### config.mk
export PLATFORM = sky130hd
export DESIGN_NAME = lamp_bar_arbiter
export DESIGN_NICKNAME = d
export VERILOG_FILES = /design/src/rtl/lamp_bar_arbiter_pkg.sv /design/src/rtl/lamp_bar_arbiter_rr_pick.sv /design/src/rtl/lamp_bar_arbiter.sv
export SDC_FILE = /design/constraint.sdc
export NUM_CORES = 1
export LEC_CHECK = 0
export ABC_AREA = 1
export CORE_MARGIN = 3
export CORE_UTILIZATION = 51
export DETAILED_ROUTE_END_ITERATION = 7
export PLACE_DENSITY = 0.87
export RECOVER_POWER = 25
export SYNTH_ARGS = -nofsm -noshare
export SYNTH_HDL_FRONTEND = slang
export SYNTH_HIERARCHICAL = 1
export SYNTH_SLANG_ARGS = --single-unit
### constraint.sdc
create_clock -name clk -period 4.7 [get_ports clk]
set_clock_uncertainty 0.1 [all_clocks]
set_input_delay 1.175 -clock clk [delete_from_list [all_inputs] [get_ports clk]]
set_output_delay 1.175 -clock clk [all_outputs]
set_load 0.01 [all_outputs]
### src/rtl/lamp_bar_arbiter_pkg.sv
`default_nettype none
// ============================================================================
//  Module      : lamp_pkg
//  Description : Shared definitions for the lamp bar arbiter: bar width,
//                arbiter state encoding and fixed lamp patterns.
//  Revision    : 1.0 - initial release
// ============================================================================
package lamp_pkg;

    localparam int LAMP_W = 16;

    localparam logic [LAMP_W-1:0] LAMP_OFF  = 16'h0000;
    localparam logic [LAMP_W-1:0] LAMP_FULL = 16'hFFFF;

    typedef enum logic [1:0] {
        IDLE  = 2'd0,
        ARB   = 2'd1,
        SERVE = 2'd2,
        BLANK = 2'd3
    } state_t;

endpackage
`default_nettype wire

### src/rtl/lamp_bar_arbiter_rr_pick.sv
`default_nettype none
// ============================================================================
//  Module      : rr_pick
//  Description : Combinational cyclic priority picker. Finds the first set
//                request bit starting at i_rr_ptr and wrapping around.
//  Ports       : i_req     - request vector
//                i_rr_ptr  - index where the search starts
//                o_win     - one-hot winner (zero when no request)
//                o_win_idx - binary index of the winner
//                o_any     - at least one request is set
//  Revision    : 1.0 - initial release
// ============================================================================
module rr_pick #(
    parameter int N_REQ = 3,
    parameter int IDX_W = $clog2(N_REQ)
) (
    input  logic [N_REQ-1:0] i_req,
    input  logic [IDX_W-1:0] i_rr_ptr,
    output logic [N_REQ-1:0] o_win,
    output logic [IDX_W-1:0] o_win_idx,
    output logic             o_any
);

    // One extra bit so ptr + offset (at most 2*N_REQ-2) never overflows
    // before the modulo wrap.
    localparam int                 c_SUM_W = IDX_W + 1;
    localparam logic [c_SUM_W-1:0] c_N     = c_SUM_W'(N_REQ);

    logic [c_SUM_W-1:0] w_sum;
    logic [IDX_W-1:0]   w_sel;

    always_comb begin
        o_win     = '0;
        o_win_idx = '0;
        o_any     = 1'b0;
        w_sum     = '0;
        w_sel     = '0;
        for (int k = 0; k < N_REQ; k++) begin
            w_sum = {1'b0, i_rr_ptr} + c_SUM_W'(k);
            if (w_sum >= c_N) begin
                w_sum = w_sum - c_N;
            end
            w_sel = w_sum[IDX_W-1:0];
            if (!o_any && i_req[w_sel]) begin
                o_any        = 1'b1;
                o_win[w_sel] = 1'b1;
                o_win_idx    = w_sel;
            end
        end
    end

endmodule
`default_nettype wire

### src/rtl/lamp_bar_arbiter.sv
`default_nettype none
// ============================================================================
//  Module      : lamp_bar_arbiter
//  Description : Shares one 16-lamp bar between N_REQ pattern engines.
//                Round-robin grant, prescaled step tick for the owner,
//                fairness timeout and a dark guard interval between owners.
//  Ports       : clk     - clock
//                rst_n   - asynchronous active-low reset
//                req     - per-engine bar request (level)
//                done    - per-engine pattern finished (pulse, owner only)
//                pat_in  - engine i pattern in [16i+15:16i]
//                gnt     - registered one-hot grant
//                tick    - step-enable pulse for the granted engine
//                lamp    - registered lamp bar drive
//                busy    - arbiter in ARB, SERVE or BLANK
//  Revision    : 1.0 - initial release
// ============================================================================
module lamp_bar_arbiter
    import lamp_pkg::*;
#(
    parameter int N_REQ     = 3,
    parameter int TICK_DIV  = 4,
    parameter int MAX_TICKS = 8,
    parameter int BLANK_CYC = 2
) (
    input  logic                      clk,
    input  logic                      rst_n,
    input  logic [N_REQ-1:0]          req,
    input  logic [N_REQ-1:0]          done,
    input  logic [LAMP_W*N_REQ-1:0]   pat_in,
    output logic [N_REQ-1:0]          gnt,
    output logic                      tick,
    output logic [LAMP_W-1:0]         lamp,
    output logic                      busy
);

    localparam int c_IDX_W  = $clog2(N_REQ);
    localparam int c_PCNT_W = $clog2(TICK_DIV);
    localparam int c_TCNT_W = $clog2(MAX_TICKS + 1);
    localparam int c_BCNT_W = $clog2(BLANK_CYC + 1);

    localparam logic [c_IDX_W-1:0]  c_IDX_LAST  = c_IDX_W'(N_REQ - 1);
    localparam logic [c_PCNT_W-1:0] c_PCNT_LAST = c_PCNT_W'(TICK_DIV - 1);
    localparam logic [c_TCNT_W-1:0] c_TCNT_MAX  = c_TCNT_W'(MAX_TICKS);
    localparam logic [c_BCNT_W-1:0] c_BCNT_LAST = c_BCNT_W'(BLANK_CYC - 1);

    state_t                r_state;
    logic [N_REQ-1:0]      r_gnt;
    logic                  r_tick;
    logic [LAMP_W-1:0]     r_lamp;
    logic [c_IDX_W-1:0]    r_owner;
    logic [c_IDX_W-1:0]    r_rr_ptr;
    logic [c_PCNT_W-1:0]   r_pcnt;
    logic [c_TCNT_W-1:0]   r_tcnt;
    logic [c_BCNT_W-1:0]   r_bcnt;

    logic [N_REQ-1:0]      w_win;
    logic [c_IDX_W-1:0]    w_win_idx;
    logic                  w_any;
    logic [LAMP_W-1:0]     w_pat_owner;
    logic                  w_own_req;
    logic                  w_own_done;
    logic                  w_other_req;
    logic                  w_release;

    rr_pick #(
        .N_REQ (N_REQ),
        .IDX_W (c_IDX_W)
    ) u_rr_pick (
        .i_req     (req),
        .i_rr_ptr  (r_rr_ptr),
        .o_win     (w_win),
        .o_win_idx (w_win_idx),
        .o_any     (w_any)
    );

    assign w_pat_owner = pat_in[r_owner*LAMP_W +: LAMP_W];

    // r_gnt is one-hot while serving, so it doubles as the owner mask and
    // keeps non-owner done/req bits out of the release decision.
    assign w_own_req   = |(req & r_gnt);
    assign w_own_done  = |(done & r_gnt);
    assign w_other_req = |(req & ~r_gnt);
    assign w_release   = w_own_done || !w_own_req ||
                         ((r_tcnt == c_TCNT_MAX) && w_other_req);

    always_ff @(posedge clk or negedge rst_n) begin
        if (!rst_n) begin
            r_state  <= IDLE;
            r_gnt    <= '0;
            r_tick   <= 1'b0;
            r_lamp   <= LAMP_OFF;
            r_owner  <= '0;
            r_rr_ptr <= '0;
            r_pcnt   <= '0;
            r_tcnt   <= '0;
            r_bcnt   <= '0;
        end else begin
            r_tick <= 1'b0;
            case (r_state)
                IDLE: begin
                    r_gnt  <= '0;
                    r_lamp <= LAMP_OFF;
                    if (|req) begin
                        r_state <= ARB;
                    end
                end
                ARB: begin
                    if (w_any) begin
                        r_owner  <= w_win_idx;
                        r_gnt    <= w_win;
                        r_rr_ptr <= (w_win_idx == c_IDX_LAST) ? '0 : w_win_idx + 1'b1;
                        r_pcnt   <= '0;
                        r_tcnt   <= '0;
                        r_state  <= SERVE;
                    end else begin
                        r_gnt   <= '0;
                        r_state <= IDLE;
                    end
                end
                SERVE: begin
                    if (w_release) begin
                        // Any tick due on this edge is dropped with the grant.
                        r_gnt   <= '0;
                        r_lamp  <= LAMP_OFF;
                        r_bcnt  <= '0;
                        r_state <= BLANK;
                    end else begin
                        r_lamp <= w_pat_owner;
                        if (r_pcnt == c_PCNT_LAST) begin
                            r_pcnt <= '0;
                            r_tick <= 1'b1;
                            if (r_tcnt != c_TCNT_MAX) begin
                                r_tcnt <= r_tcnt + 1'b1;
                            end
                        end else begin
                            r_pcnt <= r_pcnt + 1'b1;
                        end
                    end
                end
                BLANK: begin
                    r_gnt  <= '0;
                    r_lamp <= LAMP_OFF;
                    if (r_bcnt == c_BCNT_LAST) begin
                        r_state <= (|req) ? ARB : IDLE;
                    end else begin
                        r_bcnt <= r_bcnt + 1'b1;
                    end
                end
                default: begin
                    r_state <= IDLE;
                end
            endcase
        end
    end

    assign gnt  = r_gnt;
    assign tick = r_tick;
    assign lamp = r_lamp;
    assign busy = (r_state != IDLE);

endmodule
`default_nettype wire
* Word level (Yosys, flattened, before mapping)
Index checks and enable logic that the tools add are counted.
** Cells by class
- Add/sub/neg operators :: 9
- Magnitude comparators :: 9
- Equal/unequal tests :: 16
- Shift-type cells :: 1
- Muxes and demuxes :: 51
- Bitwise operators :: 6
- Reductions and logical operators :: 26
** Operator list (count)
- $shiftx 48x7->16 :: 1
- $mux 2 :: 16
- $pmux 16 s2 :: 1
- $mux 16 :: 1
- $mux 4 :: 4
- $mux 3 :: 5
- $ne 2x2->1 const B :: 7
- $mux 1 :: 13
- $reduce_or 3->1 :: 4
- $and 3x3->3 :: 3
- $lt 2x3->1 const B :: 3
- $pmux 3 s3 :: 1
- $reduce_and 3->1 :: 3
- $eq 2x2->1 const B :: 4
- $pmux 2 s2 :: 2
- $pmux 2 s4 :: 1
- $pmux 4 s2 :: 1
- $reduce_bool 2->1 :: 4
- $add 2x1->2 const B :: 3
- $bmux 1 s2 :: 3
- $demux 1 s2 :: 3
- $ge 2x1->1 const B :: 3
- $ge 3x2->1 const B :: 2
- $logic_and 1x1->1 :: 6
- other kinds (17) :: 24
** Word-level totals
- Flip-flop bits (word level) :: 34
- Bits of input ports :: 56
- Output and inout bits :: 21
- Logic and storage cells :: 127

* Logic depth before layout (Yosys ltp)
Gate-level depths: netlist of run 1.
- Depth after elaboration :: 13
- Depth in mapped cells :: 13
- Mapped depth without buffers :: 13

* Hierarchy
Netlist of run 1, hierarchy kept.
** By module, submodules not included
- lamp_bar_arbiter :: instances 1, cells each 280, area an instance 2088.3 µm², seq. area each 850.8 µm²
- rr_pick :: instances 1, cells each 64, area an instance 332.8 µm², seq. area each 0.0 µm²

* Worst setup path after synthesis of run 1
OpenSTA, ideal clock, no wires.
- Kind :: in2reg
- Start :: input port req[2]
- End :: register r_pcnt[0]
- Library setup time :: 74 ps
- Arrival time :: 2303 ps
- Data required time :: 4526 ps
- Path slack :: 2223 ps
- Cell stages on the path :: 10
- Buffers on the path :: 0
- Cells stage by stage :: inv_1 -> o21ai_1 -> nand2_4 -> nand2_2 -> or2_1 -> nand2_1 -> o21ai_4 -> nand2_2 -> nand2_1 -> o21ai_2
** On the way
- Cells in the longest elaborated chain, start to end :: 11
- Elaborated cells between the ends (all ways) :: 24
- Classes of those cells :: eq/ne: 2; mux: 9; bitwise: 2; reduce/logical: 11
** RTL lines
- from (decl) :: line lamp_bar_arbiter.sv:28 : input logic [N_REQ-1:0] req,
- $bmux 1 s2 :: line lamp_bar_arbiter_rr_pick.sv:44 : if (!o_any && i_req[w_sel]) begin
- $mux 1 (not written as such) :: line lamp_bar_arbiter_rr_pick.sv:44
- $mux 1 :: line lamp_bar_arbiter_rr_pick.sv:44
- $logic_not 1->1 :: line lamp_bar_arbiter_rr_pick.sv:44
- $logic_and 1x1->1 :: line lamp_bar_arbiter_rr_pick.sv:44
- $mux 1 :: line lamp_bar_arbiter_rr_pick.sv:44
- $logic_not 1->1 :: line lamp_bar_arbiter_rr_pick.sv:44
- $logic_and 1x1->1 :: line lamp_bar_arbiter_rr_pick.sv:44
- $mux 1 (*) :: line lamp_bar_arbiter_rr_pick.sv:44
- net w_any :: line lamp_bar_arbiter.sv:59 : logic w_any;
- $ne 2x1->1 (no source line) (*)
- $reduce_and 3->1 (no source line) (*)
- to (signal assigned) :: line lamp_bar_arbiter.sv:137 : r_pcnt <= r_pcnt + 1'b1;
- to (decl) :: line lamp_bar_arbiter.sv:53 : logic [c_PCNT_W-1:0] r_pcnt;
The timed path passes the listed nets; every way through them passes the cells marked *. The select of a mux whose other input is x is not followed.
A chain may end at the register's enable or synchronous reset.

* Worst setup path in the final report of run 1
- Start :: register r_state[0]
- End :: output port busy
** On the way
- Cells in the longest elaborated chain, start to end :: 1
** RTL lines
- from (decl) :: line lamp_bar_arbiter.sv:47 : state_t r_state;
- from (signal assigned) :: line lamp_bar_arbiter.sv:145 : r_state <= (|req) ? ARB : IDLE;
- $reduce_bool 2->1 :: line lamp_bar_arbiter.sv:160 : assign busy = (r_state != IDLE);
- to (decl) :: line lamp_bar_arbiter.sv:34 : output logic busy
Every way passes these cells.

==> results of run 1 <==
[through the flow]
| stage | utilization (%) | hold WS (ps) | setup WS [ps] |
|---|---|---|---|
| after global routing | 73.10 | 426.6 | 1282 |
| after detailed placement | 71.14 | 381.8 | 1490 |
| final | 73.10 | 396.0 | 1677 |
| after global placement | 71.14 | 370.0 | 1582 |
| after CTS | 73.18 | 398.2 | 1676 |
| after floorplan | - | 353.0 | 2223 |
[flip-flops by register name, indices dropped and copies added (netlist names), named ones only]
name and cells:
tick 1, r_bcnt 2, r_pcnt 2, gnt 3, r_rr_ptr 2, lamp 16, r_owner 2, r_state 1
r_tcnt 4
[cells in the final DEF, fill, tap and decap left out, types with 2 or more instances in the layout]
cell type	count
nand2_1	96
clkbuf_1	2
clkinv_2	2
nand4_1	5
ha_1	13
clkbuf_8	6
nor2_1	27
dfrtp_1	34
clkdlybuf4s50_1	75
o21ai_0	33
nand2_4	3
inv_2	7
inv_1	31
nand2_2	5
o21ai_1	29
nand3_2	2
nand3_1	36
[metal layers]
metal	GRT usage [%]	share of wire, %
met3	7.076	7.8
met1	27.63	42
met4	6.126	1.4
met2	42.26	49
met5	0	0
[power breakdown]
part / internal [uW] / switching [uW]
combinational: 393 / 629
clock: 118 / 104
sequential: 375 / 97.3
[cell families after synthesis]
kind of cell | Yosys count | synth area share [%]
flip-flops | 34 | 35.14
AO/OA/AOI/OAI | 67 | 15.35
adder cells (fa/ha/maj) | 13 | 6.719
buffers and inverters | 50 | 9.043
XOR/XNOR | 2 | 0.7236
AND/OR/NAND/NOR | 178 | 33.02
[area by class of cell]
class	instances	area [um^2]	area share [%]
clock buffers	7	86.33	2.640
clock inverters	1	5.005	0.1530
inverters	39	147.6	4.514
multi-input cells	260	1351	41.32
flip-flops and latches	34	850.8	26.01
well taps	52	65.06	1.989
repair buffers	77	764.5	23.37
[worst paths after layout]
path	cells after the start	start	slack, ps	endpoint
max	4	r_state[0]	1680	busy
min	2	r_bcnt[1]	400	r_bcnt[1]
max reg2reg	4	r_state[0]	2330	lamp[13]
min reg2reg	2	r_bcnt[1]	400	r_bcnt[1]
max in group asynchronous	2	rst_n	1700	r_rr_ptr[1]
min in group asynchronous	2	rst_n	1790	r_tcnt[3]
[worst max-delay path, cell delays in order, from the launching register on]
cell,delay (ps)
dfrtp_1,500
inv_1,110
ha_1,230
inv_1,90
clkdlybuf4s50_1,540
==> flow_summary.ini, run 1 <==
[synth]
synth.net_count = 413
ys_types = 30
syn_area_per_cell_um2 = 7.038
netlist.area_leader.share_pct = 35.14
synth_area_leaders = dfrtp_1, nand2_1, nand3_1
synth_most_common_cell = nand2_1
synth_cells = 344
async_flop_share_pct = 100.0
synth_edf_count = 0
yosysWarnings = 6
synth.top_cells.by_count = nand2_1, nand3_1, dfrtp_1
seq_area_frac_synth_pct = 35.14
syn_area_mm2 = 0.002421
synthFlopType = dfrtp_1
yosysTopAreaCell = dfrtp_1
ys_ff_latch = 34

[job]
drv_cap = 1

[detailed_routing]
vias_per_cell = 5.264
ant_nets = 0
vias = 2474
wirelength_um = 6013
drtPass1Iterations = 4
first_iter_violations = 208
post-route-drc-count = 0
avgRoutedWirePerCell_um = 12.79

[cts]
cts_hold_buf = 0
clk_latency_ps = 280
clockRootBuffer = clkbuf_8
postCtsSetupRepairBufs = 0
cts_tree = built
clk_pin_slew_ps = 70
ctsResizeCount = 0
clockBufferDepth = 2
htreeDepth = 2
cts_inserted_buffers = 5
cts_sinks = 34

[setup_path]
crit_fanout = 9
path_class = register to primary output
cp-start-kind = register
arrival_ps = 1750
critPathCaptureType = primary output
worstPathRequired_ps = 3420

[timing]
period_share_pct = 64.31
finalHoldViolCount = 0
fin_tns_setup_ps = 0
slew_violations = 35
max_freq_mhz = 330.8
worst_pin_slew_ps = 1744
period_needed_ps = 3023
max_slew_margin_pct = -16.27
finalSetupViolCount = 0
rsz0062_at_grt = false

[die]
dieWidth_um = 74.90
start_util_pct = 54.11
design.core.area_mm2 = 0.004474
num_rows = 24
io_pins = 77
dieArea_mm2 = 0.005610
dieHeight_um = 74.90

[place]
place_congestion = 0.8880
place_area_mm2 = 0.003183
dpl.cell_count = 462
io_buffers = 76
hpwl_um = 4663

[finish]
area_growth_pct = 35.09
design_area_mm2 = 0.003271
finish.net_count = 486
final_cells = 470
fill_cells = 341
n_antenna_cell = 0
drive_above_1_share_pct = 7.416

[pwr]
ir_worst_vdd_v = 0.0002620
p_leak_uw = 0.001492
total_power_uw = 1716
p_per_area_mw_per_mm2 = 524.6

[global_routing]
grt_max_degree = 35
grt_overflow_total = 0
grt_pass1_wl_um = 10420
grt_pass1_vias = 2445
grt_util_all_layers_pct = 23.69
antenna_found_initial = 0

[run_status]
status = finished, violations left
violations = max-capacitance violations, max-slew violations

[worst_hold_path]
hold_class = register to register
Note: power is estimated with default switching activity, not from simulation.
==> run 2, diff against run 1 <==
--- a/config.mk
+++ b/config.mk
@@ -7,9 +7,9 @@
 export LEC_CHECK = 0
 export ABC_AREA = 1
 export CORE_MARGIN = 3
-export CORE_UTILIZATION = 51
+export CORE_UTILIZATION = 47
 export DETAILED_ROUTE_END_ITERATION = 7
-export PLACE_DENSITY = 0.87
+export PLACE_DENSITY = 0.81
 export RECOVER_POWER = 25
 export SYNTH_ARGS = -nofsm -noshare
 export SYNTH_HDL_FRONTEND = slang
==> constraint.sdc (replaced) <==
create_clock -name clk -period 2.9 [get_ports clk]
set_clock_uncertainty 0.1 [all_clocks]
set_input_delay 0.725 -clock clk [delete_from_list [all_inputs] [get_ports clk]]
set_output_delay 0.725 -clock clk [all_outputs]
set_load 0.01 [all_outputs]
==> flow_summary.ini, run 2 (synthesis gave the netlist of run 1 again) <==
[finish]
fill_cells = 421
finish.net_count = 488
drive_above_1_share_pct = 7.876
layout_commonest_cell = nand2_1
final_cell_mix = nand2_1, clkdlybuf4s50_1, nand3_1
final_core_util_pct = 67.95
n_antenna_cell = 0
largest_register_ffs = 16
final_cells = 486
area_growth_pct = 36.07

[cts]
cts_sinks = 34
ctsResizeCount = 0
cts_hold_buf = 0
clockBufferDepth = 2
clk_pin_slew_ps = 70
postCtsSetupRepairBufs = 0
htreeDepth = 2
clockRootBuffer = clkbuf_8
clk_latency_ps = 280
cts_inserted_buffers = 5
cts_tree = built

[setup_path]
arrival_ps = 1730
cp_slowest_cell = clkdlybuf4s50_1
r2r_setup_slack_ps = 610
path_class = register to primary output
reg2regPathDepth = 12
crit_family = buffers and inverters
cp_num_cells = 4
crit_fanout = 9
cp-start-kind = register
cpMostUsedCell = inv_1
critPathCaptureType = primary output
path_buf_inv = 3
worstPathRequired_ps = 2080
slowest_delay_ps = 540
path_cells = inv_1 -> ha_1 -> inv_1 -> clkdlybuf4s50_1

[timing]
rsz0062_at_grt = false
fin_tns_setup_ps = 0
finalSetupViolCount = 0
period_needed_ps = 2557
max_freq_mhz = 391.0
max_slew_margin_pct = 44.54
worst_pin_slew_ps = 831.8
period_share_pct = 88.18
finalHoldViolCount = 0
slew_violations = 0

[detailed_routing]
post-route-drc-count = 0
first_iter_violations = 162
vias_per_cell = 4.992
drtPass1Iterations = 4
avgRoutedWirePerCell_um = 12.21
wirelength_um = 5936
vias = 2426
ant_nets = 0

[pwr]
p_per_area_mw_per_mm2 = 839.6
ir_worst_vdd_v = 0.0004013
p_leak_uw = 0.001494

[die]
start_util_pct = 49.94
dieArea_mm2 = 0.006048
dieWidth_um = 77.77
dieHeight_um = 77.77
num_rows = 25
design.core.area_mm2 = 0.004848
io_pins = 77

[place]
io_buffers = 76
hpwl_um = 4460
dpl.cell_count = 479
place_congestion = 0.8602

[global_routing]
grt_overflow_total = 0
grt_util_all_layers_pct = 20.46
grt_pass1_vias = 2300
grt_max_degree = 35
grt_pass1_wl_um = 10090
antenna_found_initial = 0

[worst_hold_path]
hold_class = register to register
hold_path_depth = 2

[run_status]
status = complete, no violations

[job]
drv_cap = 0
[run 2: changes by cell type in the layout (fill, tap and decap cells not counted)]
cell and delta:
buf_4 +2, clkbuf_1 -1, clkbuf_2 +1, clkbuf_8 -1
clkinv_2 -1, clkinvlp_4 +1
[run 2: final timing paths]
| check | start | to |
|---|---|---|
| min reg2reg | lamp[7] | lamp[7] |
| max reg2reg | r_rr_ptr[0] | r_tcnt[1] |
| max | r_state[0] | busy |
| min in group asynchronous | rst_n | lamp[4] |
| min | lamp[7] | lamp[7] |
| max in group asynchronous | rst_n | r_rr_ptr[1] |
[run 2: layout make-up]
class / count / area, um^2 / area share (%)
clock buffer: 6 / 72.57 / 2.203
clock inverter: 1 / 7.507 / 0.2279
inverter: 39 / 147.6 / 4.482
multi-input combinational: 260 / 1351 / 41.02
sequential: 34 / 850.8 / 25.83
tap: 67 / 83.83 / 2.545
timing repair buffer: 79 / 780.7 / 23.70
[run 2: where the power goes]
group	internal (uW)	switching, uW
Clock	165	173
Sequential	607	156
Combinational	656	1010
[run 2: per-stage QoR]
step                      hold WS, ps  area (um^2)  power (uW)  worst slack, ps
final                           384.1         3294        2766            342.7
after global routing            415.3         3294        3029            267.5
after CTS                       389.6         3297        2779            335.5
after detailed placement        372.0         3217        2433            175.7
after global placement          365.9         3217        2402            226.1
after floorplan                 329.4         2421        1942            866.8
[run 2: metal layers]
metal	share of wire [%]	track usage, %
met5	0	0
met3	8.4	6.613
met2	46	35.87
met4	0.89	4.804
met1	44	24.09
[run 2: worst min-delay path, cell delays in order (launching register included)]
cell and delay [ps]:
dfrtp_1 350, nand2_1 50, o21ai_0 50
==> run 3, diff against run 2 <==
--- a/config.mk
+++ b/config.mk
@@ -7,9 +7,8 @@
 export LEC_CHECK = 0
 export ABC_AREA = 1
 export CORE_MARGIN = 3
-export CORE_UTILIZATION = 47
+export CORE_UTILIZATION = 30
 export DETAILED_ROUTE_END_ITERATION = 7
-export PLACE_DENSITY = 0.81
 export RECOVER_POWER = 25
 export SYNTH_ARGS = -nofsm -noshare
 export SYNTH_HDL_FRONTEND = slang
==> flow_summary.ini, run 3 (synthesis gave the netlist of run 1 again) <==
[run_status]
status = complete, no violations

[die]
io_pins = 77
dieArea_mm2 = 0.009184
num_rows = 32
dieHeight_um = 95.84
start_util_pct = 31.17
design.core.area_mm2 = 0.007767
dieWidth_um = 95.84

[finish]
final_core_util_pct = 42.96
final_cells = 521
largest_register_ffs = 16
area_growth_pct = 37.83
drive_above_1_share_pct = 8.115
n_antenna_cell = 0
finish.net_count = 488
layout_commonest_cell = nand2_1
final_cell_mix = nand2_1, clkdlybuf4s50_1, nand3_1

[global_routing]
grt_pass1_wl_um = 10340
antenna_found_initial = 0
grt_max_degree = 35
grt_util_all_layers_pct = 14.05
grt_pass1_vias = 2204
grt_overflow_total = 0

[timing]
slew_violations = 0
finalHoldViolCount = 0
fin_hold_ws_ps = 388.6
fin_tns_setup_ps = 0
finalSetupViolCount = 0
max_slew_margin_pct = 43.32
period_share_pct = 88.11
max_freq_mhz = 391.4
period_needed_ps = 2555
worst_slack_ps = 344.8
worst_pin_slew_ps = 850.1
rsz0062_at_grt = false

[pwr]
p_leak_uw = 0.001501
internal_power_uw = 1423
ir_worst_vdd_v = 0.0002707
p_sw_uw = 1340
swShare_pct = 48.49
power_frac_clock_pct = 11.8
p_seq_share_pct = 27.8
p_per_area_mw_per_mm2 = 827.8
comb_power_share_pct = 60.4

[detailed_routing]
highest_layer = met4
dr_wl_met2_um = 2869
vias = 2378
post-route-drc-count = 0
wirelength_um = 6181
wl_met3_um = 298
drtPass1Iterations = 6
vias_per_cell = 4.564
met1Wirelength_um = 2970
avgRoutedWirePerCell_um = 11.86
ant_nets = 0
first_iter_violations = 102

[cts]
postCtsSetupRepairBufs = 0
cts_sinks = 34
clockRootBuffer = clkbuf_8
cts_inserted_buffers = 5
cts_hold_buf = 0
clk_latency_ps = 280
clockBufferDepth = 2
ctsResizeCount = 0
clk_pin_slew_ps = 70
cts_tree = built
htreeDepth = 2

[setup_path]
worstPathRequired_ps = 2080
arrival_ps = 1730
critPathCaptureType = primary output
cp-start-kind = register
path_class = register to primary output
crit_fanout = 9

[place]
place_congestion = 0.7966
dpl.cell_count = 514
io_buffers = 76
dp_slack_ps = 135.4
hpwl_um = 4775

[job]
drv_cap = 0

[worst_hold_path]
hold_class = register to register
run 3: cell count changes in the layout (fill, tap and decap cells not counted):
cell / change
clkinv_2: +2
clkinvlp_4: -1
clkbuf_1: -1
run 3: critical path, cell delays in order, from the launching register on:
cell and delay (ps):
dfrtp_1 490, inv_1 110, ha_1 220, inv_1 90, clkdlybuf4s50_1 540
run 3: power groups by stage:
| stage | logic (uW) | registers [uW] | clock network, uW |
|---|---|---|---|
| floorplan | 1190 | 751 | 0 |
| global placement | 1660 | 777 | 0 |
| detailed placement | 1680 | 776 | 0 |
| CTS | 1690 | 769 | 342 |
| global route | 1910 | 795 | 359 |
| finish | 1670 | 769 | 326 |
run 3: layout make-up:
| class | instances | area (um^2) |
|---|---|---|
| Multi-Input combinational cell | 260 | 1351 |
| Sequential cell | 34 | 850.8 |
| Tap cell | 102 | 127.6 |
| Clock buffer | 5 | 68.82 |
| Timing Repair Buffer | 79 | 780.7 |
| Fill cell | 832 | 4431 |
| Clock inverter | 2 | 10.01 |
| Inverter | 39 | 147.6 |
run 3: path summary, 6_finish.rpt:
path	from	to	slack (ps)	cells past startpoint
worst max-delay path	r_state[0]	busy	340	4
worst min-delay path	lamp[11]	lamp[11]	390	2
worst max register to register	r_rr_ptr[0]	r_pcnt[0]	600	13
worst min register to register	lamp[11]	lamp[11]	390	2
max in group asynchronous	rst_n	lamp[6]	1180	2
min in group asynchronous	rst_n	r_tcnt[0]	990	2
run 3: per-stage QoR:
step / cell area [um^2] / total power [uW]
floorplan: 2421 / 1942
global placement: 3261 / 2438
detailed placement: 3261 / 2460
CTS: 3339 / 2803
global route: 3337 / 3060
finish: 3337 / 2762
run 3: layer usage:
layer / track usage [%] / up-vias
met5: 0 / -
met4: 3.910 / 0
met3: 2.658 / 4
met2: 22.52 / 56
met1: 19.28 / 1056
li1: - / 1262
